[src/rtl/sdram_init_monitor.sv]
`timescale 1ns/1ps
// Purpose: watches the SDRAM power-up command stream, checks order and spacing, captures the mode register.
// Latency: status and mode fields are registered and appear the cycle after the deciding command.
// Backpressure: none; one command is sampled every clock and DONE/ERR are absorbing until reset.
module sdram_init_monitor #(
    parameter int DELAY_200US = 10000,
    parameter int T_RP        = 1,
    parameter int T_RFC       = 4
) (
    input  logic        clk,
    input  logic        rst,
    input  logic [3:0]  cmd_reg,
    input  logic [11:0] sdram_addr,
    output logic        init_done,
    output logic        init_err,
    output logic [2:0]  err_code,
    output logic [2:0]  mode_bl,
    output logic        mode_bt,
    output logic [2:0]  mode_cl,
    output logic        mode_wb
);

    // {CS_n,RAS_n,CAS_n,WE_n} encodings
    localparam logic [3:0] CMD_NOP = 4'b0111;
    localparam logic [3:0] CMD_PRE = 4'b0010;
    localparam logic [3:0] CMD_AR  = 4'b0001;
    localparam logic [3:0] CMD_MRS = 4'b0000;

    localparam int PW = (DELAY_200US < 1) ? 1 : $clog2(DELAY_200US + 1);

    typedef enum logic [2:0] {
        S_WAIT_PWR,
        S_WAIT_PRE,
        S_WAIT_AR1,
        S_WAIT_AR2,
        S_WAIT_MRS,
        S_DONE,
        S_ERR
    } state_t;

    state_t          r_state;
    state_t          w_next;
    logic [PW-1:0]   r_pwr_cnt;
    logic            w_pwr_ok;
    logic [3:0]      r_dist;
    logic [4:0]      w_dist;
    logic [2:0]      r_err_code;
    logic [2:0]      w_err_code;
    logic            w_accept;
    logic            w_mrs;
    logic [2:0]      r_mode_bl;
    logic            r_mode_bt;
    logic [2:0]      r_mode_cl;
    logic            r_mode_wb;
    logic            w_is_nop;
    logic            w_cl_ok;
    logic            w_unused_addr;

    assign w_pwr_ok = (r_pwr_cnt >= PW'(DELAY_200US));
    // Distance of the current sample from the last accepted command (register holds edges since, minus one)
    assign w_dist   = {1'b0, r_dist} + 5'd1;
    assign w_is_nop = (cmd_reg == CMD_NOP);
    assign w_cl_ok  = (sdram_addr[6:4] == 3'b010) || (sdram_addr[6:4] == 3'b011);
    // Address bits that carry no mode-register field the monitor reports
    assign w_unused_addr = ^{sdram_addr[11], sdram_addr[8:7]};

    // Power-up counter: counts edges since reset, stops once the wait is satisfied
    always_ff @(posedge clk or posedge rst) begin
        if (rst) begin
            r_pwr_cnt <= '0;
        end else if (!w_pwr_ok) begin
            r_pwr_cnt <= r_pwr_cnt + 1'b1;
        end
    end

    // Next-state and violation classification for the sampled command
    always_comb begin
        w_next     = r_state;
        w_err_code = 3'd0;
        w_accept   = 1'b0;
        w_mrs      = 1'b0;
        case (r_state)
            // Once the wait is over, WAIT_PWR already judges commands like WAIT_PRE
            S_WAIT_PWR, S_WAIT_PRE: begin
                if (!w_pwr_ok) begin
                    if (!w_is_nop) begin
                        w_next     = S_ERR;
                        w_err_code = 3'd1;
                    end
                end else if (w_is_nop) begin
                    w_next = S_WAIT_PRE;
                end else if (cmd_reg == CMD_PRE) begin
                    if (sdram_addr[10]) begin
                        w_next   = S_WAIT_AR1;
                        w_accept = 1'b1;
                    end else begin
                        w_next     = S_ERR;
                        w_err_code = 3'd3;
                    end
                end else begin
                    w_next     = S_ERR;
                    w_err_code = 3'd2;
                end
            end
            S_WAIT_AR1: begin
                if (cmd_reg == CMD_AR) begin
                    if (w_dist >= 5'(T_RP)) begin
                        w_next   = S_WAIT_AR2;
                        w_accept = 1'b1;
                    end else begin
                        w_next     = S_ERR;
                        w_err_code = 3'd4;
                    end
                end else if (!w_is_nop) begin
                    w_next     = S_ERR;
                    w_err_code = 3'd2;
                end
            end
            S_WAIT_AR2: begin
                if (cmd_reg == CMD_AR) begin
                    if (w_dist >= 5'(T_RFC)) begin
                        w_next   = S_WAIT_MRS;
                        w_accept = 1'b1;
                    end else begin
                        w_next     = S_ERR;
                        w_err_code = 3'd5;
                    end
                end else if (!w_is_nop) begin
                    w_next     = S_ERR;
                    w_err_code = 3'd2;
                end
            end
            S_WAIT_MRS: begin
                if (cmd_reg == CMD_MRS) begin
                    if (w_dist >= 5'(T_RFC)) begin
                        w_accept = 1'b1;
                        w_mrs    = 1'b1;
                        if (w_cl_ok) begin
                            w_next = S_DONE;
                        end else begin
                            w_next     = S_ERR;
                            w_err_code = 3'd6;
                        end
                    end else begin
                        w_next     = S_ERR;
                        w_err_code = 3'd5;
                    end
                end else if (!w_is_nop) begin
                    w_next     = S_ERR;
                    w_err_code = 3'd2;
                end
            end
            S_DONE:  w_next = S_DONE;
            S_ERR:   w_next = S_ERR;
            default: begin
                w_next     = S_ERR;
                w_err_code = 3'd2;
            end
        endcase
    end

    // State register
    always_ff @(posedge clk or posedge rst) begin
        if (rst) begin
            r_state <= S_WAIT_PWR;
        end else begin
            r_state <= w_next;
        end
    end

    // Only the first violation is latched; ERR never leaves so later codes are dropped
    always_ff @(posedge clk or posedge rst) begin
        if (rst) begin
            r_err_code <= 3'd0;
        end else if ((w_next == S_ERR) && (r_state != S_ERR)) begin
            r_err_code <= w_err_code;
        end
    end

    // Edge distance since last accepted command, saturating so long gaps never wrap to "too early"
    always_ff @(posedge clk or posedge rst) begin
        if (rst) begin
            r_dist <= 4'd0;
        end else if (w_accept) begin
            r_dist <= 4'd0;
        end else if (r_dist != 4'd15) begin
            r_dist <= r_dist + 4'd1;
        end
    end

    // Mode register capture on the timing-legal ModeSet, even when its CAS latency is reserved
    always_ff @(posedge clk or posedge rst) begin
        if (rst) begin
            r_mode_bl <= 3'd0;
            r_mode_bt <= 1'b0;
            r_mode_cl <= 3'd0;
            r_mode_wb <= 1'b0;
        end else if (w_mrs) begin
            r_mode_bl <= sdram_addr[2:0];
            r_mode_bt <= sdram_addr[3];
            r_mode_cl <= sdram_addr[6:4];
            r_mode_wb <= sdram_addr[9];
        end
    end

    assign init_done = (r_state == S_DONE);
    assign init_err  = (r_state == S_ERR);
    assign err_code  = r_err_code;
    assign mode_bl   = r_mode_bl;
    assign mode_bt   = r_mode_bt;
    assign mode_cl   = r_mode_cl;
    assign mode_wb   = r_mode_wb;

endmodule

[config.mk]
export PLATFORM = sky130hd
export DESIGN_NAME = sdram_init_monitor
export DESIGN_NICKNAME = d
export VERILOG_FILES = /design/src/rtl/sdram_init_monitor.sv
export SDC_FILE = /design/constraint.sdc
export NUM_CORES = 1
export LEC_CHECK = 0
export CAP_MARGIN = 20
export CORE_MARGIN = 1.5
export CORE_UTILIZATION = 35
export CTS_CLUSTER_SIZE = 24
export DETAILED_ROUTE_END_ITERATION = 6
export SKIP_CTS_REPAIR_TIMING = 1
export SLEW_MARGIN = 20
export SYNTH_ARGS = -nofsm -noshare
export SYNTH_HDL_FRONTEND = slang
export SYNTH_SLANG_ARGS = --single-unit
[constraint.sdc]
create_clock -name clk -period 2.22 [get_ports clk]
set_input_delay 0.444 -clock clk [delete_from_list [all_inputs] [get_ports clk]]
set_output_delay 0.444 -clock clk [all_outputs]
set_load 0.01 [all_outputs]
**Yosys cells after proc, flatten, opt, wreduce, memory -nomap -nowiden**

Cells that the tools add are included.

- Add/sub/neg operators: 3
- Magnitude comparators: 3
- Equal/unequal tests: 14
- Multiplexer cells: 40
- Reductions and logical operators: 7

Operators with widths:

| kind | count |
|---|---|
| two-way mux 3 bit | 20 |
| case mux 3 bit (5 select lines) | 2 |
| adder 14 x 1 -> 14 bit (second input constant) | 1 |
| >= comparator 14 bit (second input constant) | 1 |
| == test 3 x 2 -> 1 bit (second input constant) | 4 |
| == test 3 bit (second input constant) | 4 |
| two-way mux 1 bit | 11 |
| two-way mux 2 bit | 4 |
| two-way mux 4 bit | 2 |
| adder 4 x 1 -> 5 bit (second input constant) | 1 |
| >= comparator 5 x 1 -> 1 bit (second input constant) | 1 |
| >= comparator 5 x 3 -> 1 bit (second input constant) | 1 |
| adder 4 x 1 -> 4 bit (second input constant) | 1 |
| == test 4 x 1 -> 1 bit (second input constant) | 1 |
| == test 4 x 2 -> 1 bit (second input constant) | 1 |
| == test 4 x 3 -> 1 bit (second input constant) | 1 |
| logical NOT 4 bit | 1 |
| != test 4 bit (second input constant) | 1 |
| case mux 1 bit (4 select lines) | 1 |
| OR reduction 2 bit | 2 |
| == test 3 x 1 -> 1 bit (second input constant) | 1 |
| logical NOT 3 bit | 1 |
| != test 3 bit (second input constant) | 1 |
| nonzero test 2 bit | 1 |
| 2 further kinds | 2 |

- Register bits: 32
- Bits of input ports: 18
- Output and inout bits: 13
- Word-level logic and storage cells: 75

**Longest topological paths before layout**

Gate-level depths: netlist of run 1.

- Word-level depth: 8
- Gate-level depth with buffers: 8
- Mapped depth without buffers: 8

**Worst setup path before layout of run 1**

Ideal clock, no wire load.

- Kind: reg2reg
- Start point: reg r_dist[0]
- End point: reg r_err_code[1], in the netlist err_code[1]
- Library setup time: 0.080 ns
- Arrival time: 1.910 ns
- Required time: 2.140 ns
- Path slack: 0.229 ns
- Stages on the path, launching flop included: 8
- Buffers on the path: 0
- Period minus slack after synthesis: 1.991 ns
- Cells stage by stage: dfrtp_1 > ha_1 > and2_1 > nor2b_1 > a211oi_1 > nor2_1 > o31a_4 > o211ai_2

- Cells in the longest elaborated chain, start to end: 7
- Elaborated cells on any way between the ends: 15
- Those cells by class: 1 x add/sub; 2 x order compare; 1 x eq/ne; 10 x mux; 1 x reduce/logical

RTL lines:

| what | RTL line | RTL |
|---|---|---|
| from (decl) | 45 | `logic [3:0] r_dist;` |
| from (signal assigned) | 187 | `r_dist <= r_dist + 4'd1;` |
| adder 4 x 1 -> 5 bit (*) | 61 | `assign w_dist = {1'b0, r_dist} + 5'd1;` |
| >= comparator 5 x 3 -> 1 bit or >= comparator 5 x 1 -> 1 bit (tied branches) | 121, 135, 107 |  |
| two-way mux 3 bit, or another cell as far along | 135 | `if (w_dist >= 5'(T_RFC)) begin` |
| two-way mux 3 bit, on equally long branches | 134, 106, 120 |  |
| case mux 3 bit (5 select lines) | 82 | `case (r_state)` |
| == test 3 bit | 175 | `end else if ((w_next == S_ERR) && (r_state != S_ERR)) begin` |
| logical AND 1 bit | 175 |  |
| to (signal assigned) | 176 | `r_err_code <= w_err_code;` |
| to (decl) | 47 | `logic [2:0] r_err_code;` |

Mark *: on every way between the ends. The rest lies on a longest branch, timed or not.
A chain may end at the register's enable or synchronous reset.

**Worst setup path after layout of run 1**

- Start point: reg r_state[2]
- End point: out init_err

- Cells in the longest elaborated chain, start to end: 1

RTL lines:

| what | RTL line | RTL |
|---|---|---|
| from (decl) | 41 | `state_t r_state;` |
| from (signal assigned) | 167 | `r_state <= w_next;` |
| == test 3 bit | 207 | `assign init_err = (r_state == S_ERR);` |
| to (decl) | 15 | `output logic init_err,` |

No other way between the ends.

==> summary.log, run 1 <==
qor: sta.fmaxAchievable 467 MHz
qor: sta.hold_ws 0.494 ns
qor: sta.final.setup_skew 0.00552 ns
qor: detailed_routing.postRouteAntennaNets 0
qor: synth.syn-num-nets 198
qor: global_routing.global_route.usage.met1 20.3%
qor: global_routing.grtUsageMet2 23.6%
qor: critical_path.ff2ff_path_depth 7
qor: synth.ys_types 46
qor: global_routing.global_route_usage_over_all_layers 15.0%
qor: sta.grt_setup_unrepaired false
qor: synth.postSynthRegisterBits 32
qor: finish.final_area 2320 um2
qor: die.core-area 4750 um2
qor: critical_path.cp.required 1.78 ns
qor: critical_path.rr_endpoint err_code[1]$_DFFE_PP0P_
qor: synth.yosys.area.top_type sky130_fd_sc_hd__dfrtp_1
qor: synth.synth_area_per_cell 9.87 um2
qor: critical_path.crit_path_cell_trace nor3b_1, clkdlybuf4s50_1
qor: global_routing.grt_antenna_before_repair 0
qor: sta.timing.final.ws_setup 0.0788 ns
qor: critical_path.critPathMaxStageDelay 0.60 ns
qor: power_and_ir_drop.p_leak 1.03 nW
qor: finish.drive_gt1_share 20.4%
qor: finish.finish.net_count 247
qor: die.die_area 5390 um2
qor: sta.final_period_demand_of_the_worst_path 2.14 ns
qor: global_routing.grt.overflow.total 0
qor: global_routing.first_global_vias 1,368
qor: place.placement.setup.worst_slack -0.197 ns
qor: power_and_ir_drop.power.sequential.fraction 44.7%
qor: finish.layout-area-overhead-vs-synth 33.5%
qor: sta.max-slew-margin-rel 67.9%
qor: global_routing.globalRouteMet3Util 3.84%
qor: clock_network.cts_root_buffer sky130_fd_sc_hd__clkbuf_8
qor: clock_network.tritoncts_sinks 32
qor: power_and_ir_drop.ir_worst_vdd 0.449 mV
qor: finish.layout.core_utilization 48.8%
qor: sta.post-route-period-util 96.5%
qor: die.die_w 73.4 um
qor: run.max_cap_violations 0
qor: synth.netlist_instances 176
qor: detailed_routing.via_count 1,425
qor: critical_path.r2r-start r_dist[0]$_DFFE_PP0P_
qor: critical_path.path_buf_inv 1
qor: synth.synth_top_flop_cell sky130_fd_sc_hd__dfrtp_1
qor: critical_path.critical-path-top-delay-family buffers and inverters
qor: sta.final-setup-viol-count 0
qor: place.dpl.hpwl 2810 um
qor: power_and_ir_drop.power.net_switching 0.436 mW
qor: detailed_routing.drt_wl_total 3660 um
qor: sta.hold_viol 0
qor: critical_path.crit_path_top_delay_cell sky130_fd_sc_hd__clkdlybuf4s50_1
qor: place.dpl-instance-area 2220 um2
qor: sta.finalMaxSlewViolations 0
qor: place.gp_routability_congestion 0.894
qor: finish.post_layout_nonfiller_instances 293
qor: synth.synth_enable_flop_cells 0
qor: die.floorplan.io_pins 31
qor: global_routing.grt_busiest_layer met2
qor: place.portBuffers 27
qor: power_and_ir_drop.comb_power_share 25.2%
qor: global_routing.first_pass_grt_wire_length 6150 um
qor: power_and_ir_drop.sw_frac_of_total 29.0%
qor: finish.layout.area.seq 802 um2
qor: critical_path.crit_type reg -> out
qor: clock_network.clock_tree.buffer_depth 2
qor: synth.ys_async_sr_fraction 100%
qor: die.die_y 73.4 um
qor: detailed_routing.detailedRoute.firstIterationViolations 71
qor: worst_hold_path.hold_start r_pwr_cnt[12]$_DFFE_PP0P_
qor: power_and_ir_drop.clock_power_share 30.1%
qor: worst_hold_path.hold_depth 1
qor: power_and_ir_drop.power.density_cell_area 648 nW/um2
qor: clock_network.cts_tree built
qor: worst_hold_path.hold_end r_pwr_cnt[12]$_DFFE_PP0P_
qor: critical_path.flop_to_flop_setup_slack 0.14 ns
qor: clock_network.cts_inserted_buffers 5
qor: worst_hold_path.worst_hold_path_type reg -> reg
qor: status.outcome completed
qor: critical_path.cp_max_fo 10
qor: synth.synth.yosys.seq_area_share 46.1%
qor: sta.slew_at_the_pin_closest_to_its_max_slew_limit 0.482 ns
qor: die.row_count 25
qor: clock_network.worst_skew_pair.late_latency 0.28 ns
qor: finish.num_antenna_cells 0
qor: synth.synth.top_cells.by_area sky130_fd_sc_hd__dfrtp_1 46%, sky130_fd_sc_hd__mux2_2 5.2%, sky130_fd_sc_hd__xnor2_1 5.0%
qor: detailed_routing.drt_drc_violations_left 0
qor: power_and_ir_drop.power_report.internal_total 1.07 mW
qor: finish.multi_input_comb_area 878 um2
qor: detailed_routing.drt-vias-per-instance 4.86
qor: synth.synth_top_area_share 46.1%
qor: clock_network.clk_transition_reported_paths 0.07 ns
qor: die.starting_utilization_of_the_core_area 36.5%
qor: synth.mappedNetlistArea 1740 um2
qor: place.placed_cells 285
qor: critical_path.critical_path.startpoint_type flip-flop
qor: global_routing.maximum_number_of_pins_on_one_net_before_global_route_repair 33
qor: clock_network.clock_tree.htree_level_count 2
qor: critical_path.critical_path.endpoint_type output port
qor: finish.fillerInstances 478
qor: detailed_routing.wl_per_cell 12.5 um
qor: synth.yosys_warnings 0
qor: critical_path.critPathArrivalTime 1.70 ns
qor: detailed_routing.firstDrtPassIters 4
-- layer usage --
| layer | up-vias | share of wire, % |
|---|---|---|
| met5 | - | 0 |
| met4 | 0 | 1.0 |
| met3 | 4 | 4.0 |
| met2 | 24 | 46 |
| met1 | 674 | 49 |
| li1 | 723 | - |
-- power groups by stage --
stage / sequential [mW] / combinational [mW] / clock, mW
finish: 0.672 / 0.379 / 0.453
CTS: 0.671 / 0.384 / 0.473
global route: 0.678 / 0.425 / 0.494
detailed placement: 0.682 / 0.381 / 0
global placement: 0.682 / 0.375 / 0
floorplan: 0.680 / 0.235 / 0
-- cell type report --
| type | count | area share, % |
|---|---|---|
| clock inverter | 2 | 0.432 |
| multi-input combinational | 128 | 37.9 |
| inverter | 11 | 1.78 |
| timing repair buffer | 47 | 18.1 |
| clock buffer | 6 | 3.56 |
| tap | 67 | 3.62 |
| sequential | 32 | 34.6 |
-- synthesized netlist by cell type (4+ instances only) --
master / number
sky130_fd_sc_hd__a21oi_1: 5
sky130_fd_sc_hd__nand3_1: 4
sky130_fd_sc_hd__mux2_2: 8
sky130_fd_sc_hd__dfrtp_1: 32
sky130_fd_sc_hd__nand2_1: 16
sky130_fd_sc_hd__nand4_1: 4
sky130_fd_sc_hd__nor2_1: 18
sky130_fd_sc_hd__o21ai_0: 8
sky130_fd_sc_hd__xnor2_1: 10
sky130_fd_sc_hd__nor3_1: 5
sky130_fd_sc_hd__inv_1: 11
sky130_fd_sc_hd__ha_1: 4
-- flip-flops by register name (all words and copies together), names as in the netlist --
register / count
mode_wb: 1
mode_bt: 1
mode_bl: 3
r_dist: 4
mode_cl: 3
r_pwr_cnt: 14
err_code: 3
r_state: 3
-- how the worst max path moves through the flow --
stage               cells past startpoint  slack, ns             startpoint                      end
finish                                  2       0.08   r_state[2]$_DFF_PP0_                 init_err
global route                            7      0.003  r_dist[0]$_DFFE_PP0P_  err_code[1]$_DFFE_PP0P_
CTS                                     2       0.08   r_state[2]$_DFF_PP0_                 init_err
detailed placement                      7      -0.20             cmd_reg[1]  err_code[2]$_DFFE_PP0P_
global placement                        7      -0.19             cmd_reg[0]  err_code[1]$_DFFE_PP0P_
floorplan                               7       0.23  r_dist[0]$_DFFE_PP0P_  err_code[1]$_DFFE_PP0P_
-- stage by stage --
stage | setup TNS (ns) | power, mW
2_1_floorplan | 0 | 0.915
4_1_cts | 0 | 1.53
5_1_grt | 0 | 1.60
3_5_place_dp | -1.57 | 1.06
3_3_place_gp | -1.73 | 1.06
6_report | 0 | 1.50
-- placed cells by master, fill, tap and decap left out, types with 2 or more instances in the layout --
cell / synthesis / routed
sky130_fd_sc_hd__a211oi_1: 2 / 2
sky130_fd_sc_hd__a21oi_1: 5 / 5
sky130_fd_sc_hd__a31oi_1: 2 / 2
sky130_fd_sc_hd__and3_1: 3 / 3
sky130_fd_sc_hd__buf_4: 0 / 20
sky130_fd_sc_hd__clkbuf_8: 0 / 6
sky130_fd_sc_hd__clkdlybuf4s50_1: 0 / 27
sky130_fd_sc_hd__clkinv_2: 0 / 2
sky130_fd_sc_hd__dfrtp_1: 32 / 31
sky130_fd_sc_hd__ha_1: 4 / 4
sky130_fd_sc_hd__inv_1: 11 / 11
sky130_fd_sc_hd__mux2_2: 8 / 8
sky130_fd_sc_hd__nand2_1: 16 / 16
sky130_fd_sc_hd__nand2b_1: 2 / 2
sky130_fd_sc_hd__nand3_1: 4 / 4
sky130_fd_sc_hd__nand4_1: 4 / 4
sky130_fd_sc_hd__nor2_1: 18 / 18
sky130_fd_sc_hd__nor3_1: 5 / 5
sky130_fd_sc_hd__nor3b_1: 2 / 2
sky130_fd_sc_hd__nor4_1: 2 / 2
sky130_fd_sc_hd__o21ai_0: 8 / 8
sky130_fd_sc_hd__o21bai_2: 2 / 2
sky130_fd_sc_hd__o22ai_1: 2 / 2
sky130_fd_sc_hd__o32ai_1: 2 / 2
sky130_fd_sc_hd__or3_1: 2 / 2
sky130_fd_sc_hd__xnor2_1: 10 / 10
sky130_fd_sc_hd__xor2_1: 3 / 3
-- cells by family (layout without fill, tap and decap cells) --
logic type / count (synthesis) / count (layout) / synth area share, %
compound gates: 32 / 32 / 13.8
xor+xnor: 13 / 13 / 6.56
fa+ha+maj: 4 / 4 / 2.88
buf+inv: 16 / 66 / 3.67
flops: 32 / 32 / 46.1
mux: 9 / 9 / 5.76
simple gates: 70 / 70 / 21.3
(Power assumes the default switching activity.)
==> inputs of run 2 (changes only) <==
--- a/config.mk
+++ b/config.mk
@@ -10,6 +10,8 @@
 export CORE_UTILIZATION = 35
 export CTS_CLUSTER_SIZE = 24
 export DETAILED_ROUTE_END_ITERATION = 6
+export GPL_ROUTABILITY_DRIVEN = 0
+export HOLD_SLACK_MARGIN = 0.03
 export SKIP_CTS_REPAIR_TIMING = 1
 export SLEW_MARGIN = 20
 export SYNTH_ARGS = -nofsm -noshare
==> results of run 2 <==
No change in the layout: final DEF, timing and power equal those of run 1.
